**src/rtl/rf_write_arbiter.sv**
```systemverilog
// Write-port owner for the 12 x 24-bit register file: round-robin arbitration
// between ALU and memory writeback, plus a zeroing sweep after reset or on request.
module rf_write_arbiter #(
  parameter int unsigned DATA_W   = 24,
  parameter int unsigned ADDR_W   = 4,
  parameter int unsigned NUM_REGS = 12
) (
  input  logic              clk,
  input  logic              rst,
  input  logic              clr_req,
  input  logic              alu_valid,
  output logic              alu_ready,
  input  logic [ADDR_W-1:0] alu_addr,
  input  logic [DATA_W-1:0] alu_data,
  input  logic              mem_valid,
  output logic              mem_ready,
  input  logic [ADDR_W-1:0] mem_addr,
  input  logic [DATA_W-1:0] mem_data,
  output logic              rf_we,
  output logic [ADDR_W-1:0] rf_wa,
  output logic [DATA_W-1:0] rf_wd,
  output logic              busy,
  output logic              err_addr
);

  typedef enum logic {CLEAR, RUN} state_t;
  typedef enum logic {PRIO_ALU, PRIO_MEM} prio_t;

  localparam logic [ADDR_W-1:0] LAST_ADDR = ADDR_W'(NUM_REGS - 1);
  localparam logic [ADDR_W:0]   NREGS_EXT = (ADDR_W + 1)'(NUM_REGS);

  state_t            state_q, state_d;
  prio_t             prio_q, prio_d;
  logic [ADDR_W-1:0] cnt_q, cnt_d;
  logic              we_q, we_d;
  logic [ADDR_W-1:0] wa_q, wa_d;
  logic [DATA_W-1:0] wd_q, wd_d;
  logic              err_q, err_d;

  logic              xfer;
  logic [ADDR_W-1:0] sel_addr;
  logic [DATA_W-1:0] sel_data;

  always_comb begin
    state_d   = state_q;
    prio_d    = prio_q;
    cnt_d     = cnt_q;
    we_d      = 1'b0;
    wa_d      = wa_q;
    wd_d      = wd_q;
    err_d     = 1'b0;
    alu_ready = 1'b0;
    mem_ready = 1'b0;
    xfer      = 1'b0;
    sel_addr  = '0;
    sel_data  = '0;

    case (state_q)
      CLEAR: begin
        we_d = 1'b1;
        wa_d = cnt_q;
        wd_d = '0;
        if (cnt_q == LAST_ADDR) begin
          state_d = RUN;
          cnt_d   = '0;
        end else begin
          cnt_d = cnt_q + 1'b1;
        end
      end
      RUN: begin
        if (clr_req) begin
          state_d = CLEAR;
        end else begin
          alu_ready = !mem_valid || (prio_q == PRIO_ALU);
          mem_ready = !alu_valid || (prio_q == PRIO_MEM);
          // Ready equations guarantee at most one of these grants fires.
          if (alu_valid && alu_ready) begin
            xfer     = 1'b1;
            sel_addr = alu_addr;
            sel_data = alu_data;
            prio_d   = PRIO_MEM;
          end else if (mem_valid && mem_ready) begin
            xfer     = 1'b1;
            sel_addr = mem_addr;
            sel_data = mem_data;
            prio_d   = PRIO_ALU;
          end
        end
      end
      default: state_d = CLEAR;
    endcase

    // Illegal destinations are consumed but only flagged, never written.
    if (xfer) begin
      if ({1'b0, sel_addr} < NREGS_EXT) begin
        we_d = 1'b1;
        wa_d = sel_addr;
        wd_d = sel_data;
      end else begin
        err_d = 1'b1;
      end
    end
  end

  always_ff @(posedge clk) begin
    if (rst) begin
      state_q <= CLEAR;
      prio_q  <= PRIO_ALU;
      cnt_q   <= '0;
      we_q    <= 1'b0;
      wa_q    <= '0;
      wd_q    <= '0;
      err_q   <= 1'b0;
    end else begin
      state_q <= state_d;
      prio_q  <= prio_d;
      cnt_q   <= cnt_d;
      we_q    <= we_d;
      wa_q    <= wa_d;
      wd_q    <= wd_d;
      err_q   <= err_d;
    end
  end

  assign rf_we    = we_q;
  assign rf_wa    = wa_q;
  assign rf_wd    = wd_q;
  assign err_addr = err_q;
  assign busy     = (state_q == CLEAR);

endmodule

```
**config.mk**
```make
export PLATFORM = sky130hd
export DESIGN_NAME = rf_write_arbiter
export DESIGN_NICKNAME = d
export VERILOG_FILES = /design/src/rtl/rf_write_arbiter.sv
export SDC_FILE = /design/constraint.sdc
export NUM_CORES = 1
export LEC_CHECK = 0
export CAP_MARGIN = 20
export CORE_AREA = 2 2 101 54
export DETAILED_ROUTE_END_ITERATION = 8
export DIE_AREA = 0 0 103 56
export GPL_ROUTABILITY_DRIVEN = 0
export PLACE_DENSITY = 0.78
export SLEW_MARGIN = 15
export SYNTH_ARGS = -nofsm -noshare
export SYNTH_HDL_FRONTEND = slang
export SYNTH_SLANG_ARGS = --single-unit
```
**constraint.sdc**
```tcl
create_clock -name clk -period 1.8 [get_ports clk]
set_input_delay 0.54 -clock clk [delete_from_list [all_inputs] [get_ports clk]]
set_output_delay 0.54 -clock clk [all_outputs]
set_load 0.03 [all_outputs]
```
# Word-level counts from Yosys, hierarchy flattened
# Cells that the tools add are included.
[op_classes]
n_eq_ne = 1
n_reduce_logical = 9
n_bitwise = 4
addsub = 1
n_lt_le_gt_ge = 1
n_mux = 32
[ops]
columns = ["op", "count"]
rows = [
  ["$mux W24", 7],
  ["$mux W4", 8],
  ["$mux W1", 16],
  ["$add A4 B1 Y4 const B", 1],
  ["$eq A4 B4 Y1 const B", 1],
  ["$lt A4 B4 Y1 const B", 1],
  ["$not A1 Y1", 4],
  ["$reduce_and A3 Y1", 1],
  ["$logic_and A1 B1 Y1", 2],
  ["$logic_not A1 Y1", 2],
  ["$logic_or A1 B1 Y1", 2],
  ["$pmux W1 S2", 1],
  ["$reduce_bool A2 Y1", 1],
  ["$reduce_or A2 Y1", 1],
]
[totals]
word_cells = 55
in_bits = 61
regBits = 36

# Logic depth before layout (Yosys ltp)
[depth]
word_depth = 10
ltp_mapped = 7
depth_no_buf = 5

# Worst setup path after synthesis
# Ideal clock, no wire load.
[synth_path]
kind = "input-to-output"
start = "in mem_valid"
end = "out alu_ready"
path_buffers = 2
setup_slack_ps = -111
required_time_ps = 1260
arrival_time_ps = 1371
path_stages = 3
cell_sequence = "buf_2 buf_2 a21oi_1"
[synth_via]
elab_chain_cells = 4
[synth_rtl]
columns = ["item", "line_no", "text"]
rows = [
  ["start: declaration", "15", "input logic mem_valid,"],
  ["$logic_not A1 Y1", "74", "alu_ready = !mem_valid || (prio_q == PRIO_ALU);"],
  ["$logic_or A1 B1 Y1", "74", ""],
  ["$mux W1", "71", "if (clr_req) begin"],
  ["$mux W1", "58", "case (state_q)"],
  ["end: declaration", "12", "output logic alu_ready,"],
]
# Every way passes these cells.

# Worst setup path after layout
[layout_path]
start = "in clr_req"
end = "out alu_ready"
[layout_via]
elab_chain_cells = 2
[layout_rtl]
columns = ["item", "line_no", "text"]
rows = [
  ["start: declaration", "10", "input logic clr_req,"],
  ["$mux W1", "71", ""],
  ["$mux W1", "58", ""],
]
# Every way passes these cells.

==> metrics.md <==
| Metric | Value |
|---|---|
| Outcome | `finished, final reports clean` |
| CTS sink cnt | `36` |
| Gr usage total | `19.8%` |
| Clock transition at the registers of the reported paths | `0.07 ns` |
| Hold Path Class | `reg -> reg` |
| PortBufs | `93` |
| Power, Total | `roughly 1.8 mW` |
| Clk_lat worst skew | `0.29 ns` |
| Mapped Cells | `203` |
| R2r setup slk | `0.11 ns` |
| Starting DRT DRC Count | `64` |
| Vias per cell | `4.92` |
| Rel. slew slack | `77.5%` |
| Part of the cycle the worst path needs | `97.9%` |
| Antenna viol nets, final | `0` |
| Core ar. | `0.00482 mm2` |
| Number of global-route vias before repair | `1,938` |
| First-pass GRT wire length | `9030 um` |
| Fin util | `64.9%` |
| Sequential-to-total area share from yosys stat | `38.2%` |
| Setup TNS Final | `0 ns` |
| DR vias | `1,884` |
| Post-route setup slack | `~0.037 ns` |
| RSZ-0062 raised after global routing | `false` |
| Wire per inst | `14.6 um` |
| Area growth, synth to finish | `65.6%` |
| Netlist cell types | `30` |
| Min Tclk post-route | `1.76 ns` |
| WHS Path Cells | `2` |
| Slew @ Worst Pin | `0.338 ns` |
| Maximum buffer depth of the clock tree | `2` |
| Crit path kind | `in -> out` |
| CP Launch Type | `primary input` |
| CTS Buf Count | `5` |
| Final routed DRC violation total | `0` |
| Ant diodes | `0` |
| Largest net degree at the start of global routing | `20` |
| PD cells | `a little under 600 mW/mm2` |
| Cts hold-fix bufs | `0` |
| R2R Path End | `rf_wd[10]` |
| Crit path max fanout | `4` |
| R2R cell count | `6` |
| Critical Path RT | `about 1.3 ns` |
| Final net count | `374` |
| Maximum clock rate | `567 MHz` |
| Initial antenna violation count | `0` |
| P_leak | `1.42 nW` |
| Post-synthesis register bit count | `36` |
| Die Span X | `103 um` |
| Syn nets | `265` |
| Crit path DAT | `1.22 ns` |
| Post-detail-place hpwl | `between 4000 and 5000 um` |
| Setup Skew | `0.00391 ns` |
| # rows | `18` |
| DRT Pass-1 Iters | `4` |
| Share of post-route cells with drive strength above 1 | `21.4%` |
| Full die area | `0.00577 mm2` |
| Final Slew Violations | `0` |
| HP Start | `rf_wd[21]` |
| Crit path from | `clr_req` |
| Die Span Y | `56 um` |
| Num ports | `94` |
| Max cap viols | `0` |
| Starting Density | `39.2%` |
| YS warnings | `0` |
| Setup WS pre-CTS | `-0.464 ns` |
| Mapped Area | `0.00189 mm2` |
| Remaining global-route overflow | `0` |
| TritonCTS clock tree | `done` |
| Post-Syn Area per Cell | `between 9 and 10 um2` |
| CP Capture Type | `output pin` |
| Fill cell count | `slightly above 400` |
| # setup viols final | `0` |
| Root buf cell | `clkbuf_8` |
| H-tree depth | `2` |
| Final Hold Viols | `0` |
| R2r startpoint | `prio_q` |
| Routed WL | `5570 um` |
| Peak VDD IR | `0.364 mV` |
| Hold Path End | `rf_wd[21]` |
report_power, final:
part	switching (mW)	internal, mW
Clock	0.297	0.410
Sequential	0.00864	0.807
Combinational	0.120	0.203
stage by stage:
stage,std cells,hold slack (ns),cell area [um2]
after floorplan,203,0.467,1890
after global placement,371,0.445,3010
after detailed placement,371,0.454,3010
after CTS,383,0.463,3130
after global routing,383,0.478,3130
final,383,0.462,3130
kinds of logic after synthesis:
| family | share of synthesized area, % |
|---|---|
| buf+inv | 6.03 |
| compound gates | 19.9 |
| fa+ha+maj | 0.663 |
| simple gates | 18.6 |
| mux | 16.6 |
| flops | 38.2 |
cells in the mapped netlist, drive strengths merged:
cell,n,area (um2)
dfxtp,36,721
nand2,29,109
a32oi,28,260
mux2i,28,280
or2,23,144
nor2,13,51.3
buf,11,80.1
clkbuf,7,26.3
a21oi,6,30.0
mux2,3,33.8
o21ai,3,18.8
a221oi,2,17.5
inv,2,7.51
nand2b,2,20.0
nor2b,2,12.5
a211oi,1,7.51
a21boi,1,18.8
a311oi,1,8.76
a31oi,1,6.26
ha,1,12.5
nor4b,1,8.76
o21bai,1,7.51
or3,1,6.26
worst max-delay path: stages:
cell,delay (ns)
dlygate4sd2_1,0.24
nand2b_4,0.17
a21oi_2,0.13
buf_6,0.14
metal layers:
| metal | global-route usage [%] | wire length (um) |
|---|---|---|
| met5 | 0 | 0 |
| met4 | 4.70 | 47 |
| met2 | 35.1 | 2880 |
| met1 | 24.2 | 2470 |
| met3 | 4.40 | 177 |
cells in the final DEF (no fill, tap or decap), drive strengths merged:
master and instances:
nand2 29, a311oi 1, nand2b 2, ha 1
buf 30, clkdlybuf4s50 57, a221oi 2, mux2 3
o21bai 1, or3 1, nor4b 1, clkbuf 5
inv 2, o21ai 3, dfxtp 36, mux2i 28
dlygate4sd2 32, a31oi 1, a211oi 1, a21boi 1
clkdlybuf4s15 1, clkinvlp 1, bufinv 1, a21oi 6
clkinv 1, a32oi 28, nor2b 2, nor2 13
or2 23
area by class of cell:
type / instances / area (um2) / area share (%)
timing repair buffer: 120 / 1120 / 35.8
clock buffer: 5 / 68.8 / 2.20
tap: 70 / 87.6 / 2.80
clock inverter: 3 / 42.5 / 1.36
inverter: 2 / 7.51 / 0.240
multi-input combinational: 147 / 1080 / 34.5
sequential: 36 / 721 / 23.0
sequential cells by signal, summed over array words and instances, names as in the netlist:
signal / cells
state_q: 1
err_addr: 1
cnt_q: 4
rf_wd: 24
prio_q: 1
rf_wa: 4
rf_we: 1
repair_timing:
item                                    CTS  global route
endpoints found under the setup margin   62             2
resized for setup                        42             3
setup buffers                             4             0
endpoints found under the hold margin     0             0
how the worst max path moves through the flow:
stage,end,slack (ns),depth (start not counted)
CTS,alu_ready,-0.007,4
global route,alu_ready,0.001,4
global placement,rf_wd[0],-0.36,6
detailed placement,rf_wd[1],-0.46,6
floorplan,mem_ready,0.03,4
finish,alu_ready,0.04,4
Power figures use the tool's default switching activity.
